### src/rtl/mips_mc_pkg.sv
// Shared definitions for the multi-cycle MIPS-subset core.
// Covers opcode/funct encodings, FSM states, the internal ALU op encoding and instruction classes.
package mips_mc_pkg;

  localparam logic [5:0] OP_RTYPE = 6'h00;
  localparam logic [5:0] OP_ADDI  = 6'h08;
  localparam logic [5:0] OP_LW    = 6'h23;
  localparam logic [5:0] OP_SW    = 6'h2B;
  localparam logic [5:0] OP_BEQ   = 6'h04;
  localparam logic [5:0] OP_BNE   = 6'h05;
  localparam logic [5:0] OP_BGTZ  = 6'h07;

  localparam logic [5:0] FN_SLL  = 6'h00;
  localparam logic [5:0] FN_ADD  = 6'h20;
  localparam logic [5:0] FN_ADDU = 6'h21;
  localparam logic [5:0] FN_SUB  = 6'h22;
  localparam logic [5:0] FN_SUBU = 6'h23;
  localparam logic [5:0] FN_AND  = 6'h24;
  localparam logic [5:0] FN_OR   = 6'h25;
  localparam logic [5:0] FN_SLT  = 6'h2A;

  typedef enum logic [2:0] {FETCH, DECODE, EXEC, MEM, WB, HALT} state_t;

  typedef enum logic [2:0] {ALU_ADD, ALU_SUB, ALU_AND, ALU_OR, ALU_SLT, ALU_SLL} alu_op_t;

  typedef enum logic [2:0] {
    CLS_RTYPE, CLS_ADDI, CLS_LW, CLS_SW, CLS_BRANCH, CLS_ILLEGAL
  } instr_class_t;

  function automatic instr_class_t decode_class(input logic [5:0] opcode, input logic [5:0] funct);
    instr_class_t cls;
    cls = CLS_ILLEGAL;
    case (opcode)
      OP_RTYPE: begin
        case (funct)
          FN_SLL, FN_ADD, FN_ADDU, FN_SUB, FN_SUBU, FN_AND, FN_OR, FN_SLT: cls = CLS_RTYPE;
          default: cls = CLS_ILLEGAL;
        endcase
      end
      OP_ADDI: cls = CLS_ADDI;
      OP_LW:   cls = CLS_LW;
      OP_SW:   cls = CLS_SW;
      OP_BEQ, OP_BNE, OP_BGTZ: cls = CLS_BRANCH;
      default: cls = CLS_ILLEGAL;
    endcase
    return cls;
  endfunction

  function automatic alu_op_t funct_to_alu(input logic [5:0] funct);
    alu_op_t op;
    case (funct)
      FN_SUB, FN_SUBU: op = ALU_SUB;
      FN_AND:          op = ALU_AND;
      FN_OR:           op = ALU_OR;
      FN_SLT:          op = ALU_SLT;
      FN_SLL:          op = ALU_SLL;
      default:         op = ALU_ADD;
    endcase
    return op;
  endfunction

endpackage

### src/rtl/mips_mc_regfile.sv
// 32x32 register file: two asynchronous read ports, one synchronous write port.
// Register $0 ignores writes and always reads as zero.
module mips_mc_regfile (
  input  logic        clk,
  input  logic        reset,
  input  logic [4:0]  ra1,
  input  logic [4:0]  ra2,
  output logic [31:0] rd1,
  output logic [31:0] rd2,
  input  logic        we,
  input  logic [4:0]  wa,
  input  logic [31:0] wd
);

  logic [31:0] regs [32];

  always_ff @(posedge clk) begin
    if (reset) begin
      for (int i = 0; i < 32; i++) regs[i] <= '0;
    end else if (we && (wa != 5'd0)) begin
      regs[wa] <= wd;
    end
  end

  assign rd1 = (ra1 == 5'd0) ? 32'd0 : regs[ra1];
  assign rd2 = (ra2 == 5'd0) ? 32'd0 : regs[ra2];

endmodule

### src/rtl/mips_multicycle_core.sv
// Multi-cycle MIPS-subset core over one req/ack memory port, with halt and misalignment reporting.
// Optional cycle/instruction counters are enabled with the MIPS_MC_PERF_CNT_EN macro.
module mips_multicycle_core
  import mips_mc_pkg::*;
#(
  parameter logic [31:0] RESET_PC = 32'h0000_0000,
  parameter int          ADDR_W   = 32,
  parameter int          CNT_W    = 32
) (
  input  logic              clk,
  input  logic              reset,
  output logic              mem_req,
  output logic              mem_we,
  output logic [ADDR_W-1:0] mem_addr,
  output logic [31:0]       mem_wdata,
  input  logic [31:0]       mem_rdata,
  input  logic              mem_ack,
  output logic [31:0]       pc_out,
  output logic              instr_retired,
  output logic              halted,
  output logic              err_misalign
`ifdef MIPS_MC_PERF_CNT_EN
  ,
  output logic [CNT_W-1:0]  cycle_cnt,
  output logic [CNT_W-1:0]  instr_cnt
`endif
);

  state_t       state, state_nxt;
  instr_class_t cls;
  alu_op_t      alu_op;

  logic        run;
  logic [31:0] pc, ir, a_reg, b_reg, alu_out, mdr;
  logic [5:0]  opcode, funct;
  logic [4:0]  rs, rt, rd, shamt;
  logic [31:0] simm, alu_b, alu_res, pc_plus4, pc_branch;
  logic [31:0] rf_rd1, rf_rd2, rf_wd;
  logic [4:0]  rf_wa;
  logic        rf_we, taken, misalign;

  assign opcode = ir[31:26];
  assign rs     = ir[25:21];
  assign rt     = ir[20:16];
  assign rd     = ir[15:11];
  assign shamt  = ir[10:6];
  assign funct  = ir[5:0];
  assign simm   = {{16{ir[15]}}, ir[15:0]};

  assign cls       = decode_class(opcode, funct);
  assign alu_op    = (cls == CLS_RTYPE) ? funct_to_alu(funct) : ALU_ADD;
  assign alu_b     = (cls == CLS_RTYPE) ? b_reg : simm;
  assign pc_plus4  = pc + 32'd4;
  assign pc_branch = pc_plus4 + {simm[29:0], 2'b00};
  assign misalign  = (alu_res[1:0] != 2'b00);

  always_comb begin
    alu_res = a_reg + alu_b;
    case (alu_op)
      ALU_SUB: alu_res = a_reg - alu_b;
      ALU_AND: alu_res = a_reg & alu_b;
      ALU_OR:  alu_res = a_reg | alu_b;
      ALU_SLT: alu_res = {31'd0, $signed(a_reg) < $signed(alu_b)};
      ALU_SLL: alu_res = b_reg << shamt;
      default: alu_res = a_reg + alu_b;
    endcase
  end

  always_comb begin
    taken = 1'b0;
    case (opcode)
      OP_BEQ:  taken = (a_reg == b_reg);
      OP_BNE:  taken = (a_reg != b_reg);
      OP_BGTZ: taken = ($signed(a_reg) > 32'sd0);
      default: taken = 1'b0;
    endcase
  end

  always_ff @(posedge clk) begin
    if (reset) state <= FETCH;
    else       state <= state_nxt;
  end

  // run stays low for the first cycle after reset so no request is issued in that cycle
  always_comb begin
    state_nxt     = state;
    mem_req       = 1'b0;
    mem_we        = 1'b0;
    mem_addr      = pc[ADDR_W-1:0];
    instr_retired = 1'b0;
    case (state)
      FETCH: begin
        mem_req = run;
        if (run && mem_ack) state_nxt = DECODE;
      end
      DECODE: state_nxt = (cls == CLS_ILLEGAL) ? HALT : EXEC;
      EXEC: begin
        case (cls)
          CLS_BRANCH: begin
            instr_retired = 1'b1;
            state_nxt     = FETCH;
          end
          CLS_LW, CLS_SW: state_nxt = misalign ? HALT : MEM;
          default:        state_nxt = WB;
        endcase
      end
      MEM: begin
        mem_req  = 1'b1;
        mem_we   = (cls == CLS_SW);
        mem_addr = alu_out[ADDR_W-1:0];
        if (mem_ack) begin
          if (cls == CLS_SW) begin
            instr_retired = 1'b1;
            state_nxt     = FETCH;
          end else begin
            state_nxt = WB;
          end
        end
      end
      WB: begin
        instr_retired = 1'b1;
        state_nxt     = FETCH;
      end
      HALT:    state_nxt = HALT;
      default: state_nxt = FETCH;
    endcase
  end

  always_ff @(posedge clk) begin
    if (reset) begin
      run          <= 1'b0;
      pc           <= RESET_PC;
      ir           <= '0;
      a_reg        <= '0;
      b_reg        <= '0;
      alu_out      <= '0;
      mdr          <= '0;
      err_misalign <= 1'b0;
    end else begin
      run <= 1'b1;
      case (state)
        FETCH:  if (run && mem_ack) ir <= mem_rdata;
        DECODE: begin
          a_reg <= rf_rd1;
          b_reg <= rf_rd2;
        end
        EXEC: begin
          alu_out <= alu_res;
          if (cls == CLS_BRANCH) pc <= taken ? pc_branch : pc_plus4;
          if ((cls == CLS_LW || cls == CLS_SW) && misalign) err_misalign <= 1'b1;
        end
        MEM: begin
          if (mem_ack) begin
            if (cls == CLS_LW) mdr <= mem_rdata;
            else               pc  <= pc_plus4;
          end
        end
        WB:      pc <= pc_plus4;
        default: ;
      endcase
    end
  end

  assign rf_we = (state == WB);
  assign rf_wa = (cls == CLS_RTYPE) ? rd : rt;
  assign rf_wd = (cls == CLS_LW) ? mdr : alu_out;

  mips_mc_regfile u_regfile (
    .clk   (clk),
    .reset (reset),
    .ra1   (rs),
    .ra2   (rt),
    .rd1   (rf_rd1),
    .rd2   (rf_rd2),
    .we    (rf_we),
    .wa    (rf_wa),
    .wd    (rf_wd)
  );

  assign mem_wdata = b_reg;
  assign pc_out    = pc;
  assign halted    = (state == HALT);

`ifdef MIPS_MC_PERF_CNT_EN
  always_ff @(posedge clk) begin
    if (reset) begin
      cycle_cnt <= '0;
      instr_cnt <= '0;
    end else if (state != HALT) begin
      cycle_cnt <= cycle_cnt + 1'b1;
      if (instr_retired) instr_cnt <= instr_cnt + 1'b1;
    end
  end
`endif

endmodule

### config.mk
export PLATFORM = sky130hd
export DESIGN_NAME = mips_multicycle_core
export DESIGN_NICKNAME = d
export VERILOG_FILES = /design/src/rtl/mips_mc_pkg.sv /design/src/rtl/mips_mc_regfile.sv /design/src/rtl/mips_multicycle_core.sv
export SDC_FILE = /design/constraint.sdc
export NUM_CORES = 2
export LEC_CHECK = 0
export CORE_MARGIN = 8
export CORE_UTILIZATION = 56
export DETAILED_ROUTE_END_ITERATION = 10
export PLACE_DENSITY = 0.73
export REMOVE_ABC_BUFFERS = 1
export SLEW_MARGIN = 25
export SYNTH_ARGS = -nofsm -noshare
export SYNTH_HDL_FRONTEND = slang
export SYNTH_SLANG_ARGS = --single-unit
### constraint.sdc
create_clock -name clk -period 6.75 [get_ports clk]
set_input_delay 0.675 -clock clk [delete_from_list [all_inputs] [get_ports clk]]
set_output_delay 0.675 -clock clk [all_outputs]
set_load 0.005 [all_outputs]
==> results by group <==
Run status
  • Status: finished, final reports clean

Cells and area
  • Multi-input combinational cell area: 32600 sq um
  • Number of fill cells: approximately 9200
  • Sequential cell area: between 30000 and 40000 sq um
  • Final net count: approximately 5600
  • Post-route core utilization: 0.624
  • Layout-stage area growth over the synthesis result: 11.0%
  • Biggest register: u_regfile.regs
  • Ratio of cells with drive above 1 in the final layout: 0.223
  • Finished layout cell area: 76900 sq um
  • Max reg flops: a little over 1000

Clock tree
  • CTS tree: done
  • Post-cts repair resize count: 0
  • Maximum clock path buffer count: 3
  • Count of clock tree sinks: 1229
  • Number of buffers created by CTS: approximately 140
  • H-tree levels: 4
  • Clock tree root driver cell: sky130_fd_sc_hd__clkbuf_16
  • Cts hold-fix bufs: 0
  • # Post-CTS Setup Buffers: 0
  • Register clock-pin slew on the reported worst setup and hold paths: around 0.060 ns
  • Clock network latency to the later pin of the worst-skew pair: around 0.80 ns

Routing
  • DR vias/cell: 7.06
  • Number of remaining DRC errors: 0
  • Number of nets with antenna violations after detailed routing: 0
  • Detailed Route Iter0 Violations: 8000
  • Via count: 51100
  • Number of iterations in the first detailed-routing pass: 8
  • Final wirelength: 244 mm
  • WL/cell: 33.8 um

Synthesis
  • Cell types with the largest area share after synthesis: sky130_fd_sc_hd__edfxtp_1, sky130_fd_sc_hd__mux4_2, sky130_fd_sc_hd__nor2_1
  • Number of cells produced by synthesis: 5550
  • Syn Std Cell Area: a little under 70000 sq um
  • Post-synthesis register bit count: 1229
  • Post-synth top cells: sky130_fd_sc_hd__nor2_1, sky130_fd_sc_hd__edfxtp_1, sky130_fd_sc_hd__mux4_2, sky130_fd_sc_hd__nand2_1, sky130_fd_sc_hd__clkbuf_1
  • Yosys synthesis warning count: 0
  • Count of flip-flops with a built-in enable after synthesis: slightly above 1000
  • Sequential area share after synthesis: 0.503
  • Area fraction of the dominant cell type after synthesis: 0.444
  • Count of cell types in the netlist: 88
  • Mean cell area of the mapped netlist: 12.5 sq um
  • Prevailing post-synth register cell: sky130_fd_sc_hd__edfxtp_1
  • Most repeated cell in the gate-level netlist after synthesis: sky130_fd_sc_hd__nor2_1
  • Share of flip-flops with an asynchronous set or reset: 0
  • Library cell with the largest summed area after synthesis: sky130_fd_sc_hd__edfxtp_1

STA
  • Slew Limit Headroom: 0.235
  • Total of endpoints with negative setup slack in the final report: 0
  • Worst Max-Slew Pin Slew: 1.14 ns
  • Clock skew: 0.0430 ns
  • Final-report hold violation count: 0
  • Number of slew-limit violations in the final report: 0
  • Part of the cycle the worst path needs: 0.863
  • Max Freq: ~170 MHz
  • Unrepaired setup endpoints after global routing: no
  • Worst hold slack after final layout: roughly 0.33 ns
  • Shortest clock period the worst path allows after layout: 5.83 ns

Worst setup path
  • Endpoint kind of the worst setup timing path: flop
  • CP Data Required Time: 7.47 ns
  • Arrival time at the worst endpoint: 6.54 ns
  • Maximum net fanout on the critical path: 61
  • Type of the setup path with the least slack: flop to flop
  • Critical Path Source Type: flop

GRT
  • Pin count of the biggest net entering global routing: 96
  • Global-route wire length before repair: 348 mm
  • Overflow left after global routing: 0
  • Number of antenna violations at the first check in global routing: 11
  • Gr usage total: 0.353
  • Via count of the first global-routing pass: 49700

Place
  • Cell area after placement: roughly 73000 sq um
  • Port Buffers: 133
  • Post-DP HPWL: 156 mm
  • Global placer's final weighted congestion: about 1.0

Hold path
  • Hold crit path type: input port to flop

Pwr
  • Leakage power summed over all cells: 25.0 nW
  • Worst voltage drop across the vdd grid: 0.289 mV
  • Final total power: about 20 mW
  • Power Density: roughly 260 nW/um^2

Floorplan
  • Die Width: between 300 and 400 um
  • Core area: 123000 sq um
  • # rows: roughly 130
  • Top Ports: about 140
  • Die Height: 368 um
  • Effective utilization at floorplan: 0.562
  • Die area: about 140000 sq um

Job
  • Number of violations of the max-capacitance limit: 0
==> report_power, final <==
part / switching (mW) / internal, mW
registers: 0.359 / 8.49
logic: 2.20 / 1.38
clock network: 3.20 / 4.13
==> stage by stage <==
stage | setup WS [ns] | instances | TNS, ns
2_1_floorplan | -5.40 | 5069 | -343.22
3_5_place_dp | 1.14 | 6980 | 0
5_1_grt | 0.625 | 7226 | 0
6_report | 0.924 | 7230 | 0
3_3_place_gp | 1.14 | 6980 | 0
4_1_cts | 1.12 | 7224 | 0
==> per-layer routing <==
layer / vias up / wire length (um) / GRT usage
met5: - / 58 / 0
met4: 8 / 18400 / 0.219
met3: 846 / 32600 / 0.0962
met2: 4202 / 110000 / 0.540
met1: 25400 / 83000 / 0.449
li1: 20600 / - / -
==> worst max-delay path, stage by stage, from the launching register on <==
cell and delay [ns]:
sky130_fd_sc_hd__dfxtp_1 0.59, sky130_fd_sc_hd__nand2_1 0.15, sky130_fd_sc_hd__a21o_1 0.19, sky130_fd_sc_hd__a21o_1 0.21, sky130_fd_sc_hd__a211oi_4 0.26, sky130_fd_sc_hd__buf_4 0.63, sky130_fd_sc_hd__mux2_2 0.42, sky130_fd_sc_hd__inv_1 0.08
sky130_fd_sc_hd__ha_1 0.35, sky130_fd_sc_hd__or4_1 0.51, sky130_fd_sc_hd__nand3_1 0.19, sky130_fd_sc_hd__o221ai_1 0.21, sky130_fd_sc_hd__a2111oi_0 0.97, sky130_fd_sc_hd__or4_1 0.27, sky130_fd_sc_hd__a31oi_1 0.10, sky130_fd_sc_hd__or4_1 0.47
sky130_fd_sc_hd__a21oi_1 0.13
==> cells by family (layout without fill, tap and decap cells) <==
family	Yosys count	count (layout)	share of synthesized area
AND/OR/NAND/NOR	1926	1926	0.119
flip-flops	1229	1229	0.503
multiplexers	814	814	0.238
AO/OA/AOI/OAI	714	714	0.0657
buffers and inverters	636	642	0.0378
adder cells (fa/ha/maj)	130	130	0.0238
XOR/XNOR	100	100	0.0126
other	1	38	0.0000541
==> final timing paths <==
check	cells past startpoint	startpoint	end	slack, ns
max	16	ir[1]$_SDFFE_PP0P_	alu_out[30]$_SDFFE_PP0P_	0.92
min	2	reset	mem_wdata[21]$_SDFFE_PP0N_	0.33
max reg2reg	16	ir[1]$_SDFFE_PP0P_	alu_out[30]$_SDFFE_PP0P_	0.92
min reg2reg	2	ir[22]$_SDFFE_PP0P_	flop	0.47
==> cell usage in the layout, fill, tap and decap left out, types with 48 or more instances in the layout <==
cell	instances
sky130_fd_sc_hd__nor2_4	59
sky130_fd_sc_hd__mux4_2	663
sky130_fd_sc_hd__nand2_2	51
sky130_fd_sc_hd__buf_4	129
sky130_fd_sc_hd__mux2i_1	72
sky130_fd_sc_hd__edfxtp_1	1024
sky130_fd_sc_hd__inv_1	118
sky130_fd_sc_hd__ha_1	127
sky130_fd_sc_hd__o21ai_0	123
sky130_fd_sc_hd__nor2_1	1193
sky130_fd_sc_hd__xnor2_1	48
sky130_fd_sc_hd__a21oi_1	247
sky130_fd_sc_hd__dfxtp_1	193
sky130_fd_sc_hd__nand2_1	378
sky130_fd_sc_hd__a21o_1	54
sky130_fd_sc_hd__xor2_1	52
sky130_fd_sc_hd__clkbuf_16	137
sky130_fd_sc_hd__clkdlybuf4s50_1	132
==> layout make-up <==
type,instances,share of cell area
Sequential cell,1229,0.454
Multi-Input combinational cell,3718,0.424
Clock buffer,172,0.0465
Timing Repair Buffer,276,0.0338
Tap cell,1637,0.0266
Clock inverter,72,0.00931
Inverter,122,0.00599
Antenna cell,4,0.000130
No activity file was read; power rests on OpenSTA's default activity.
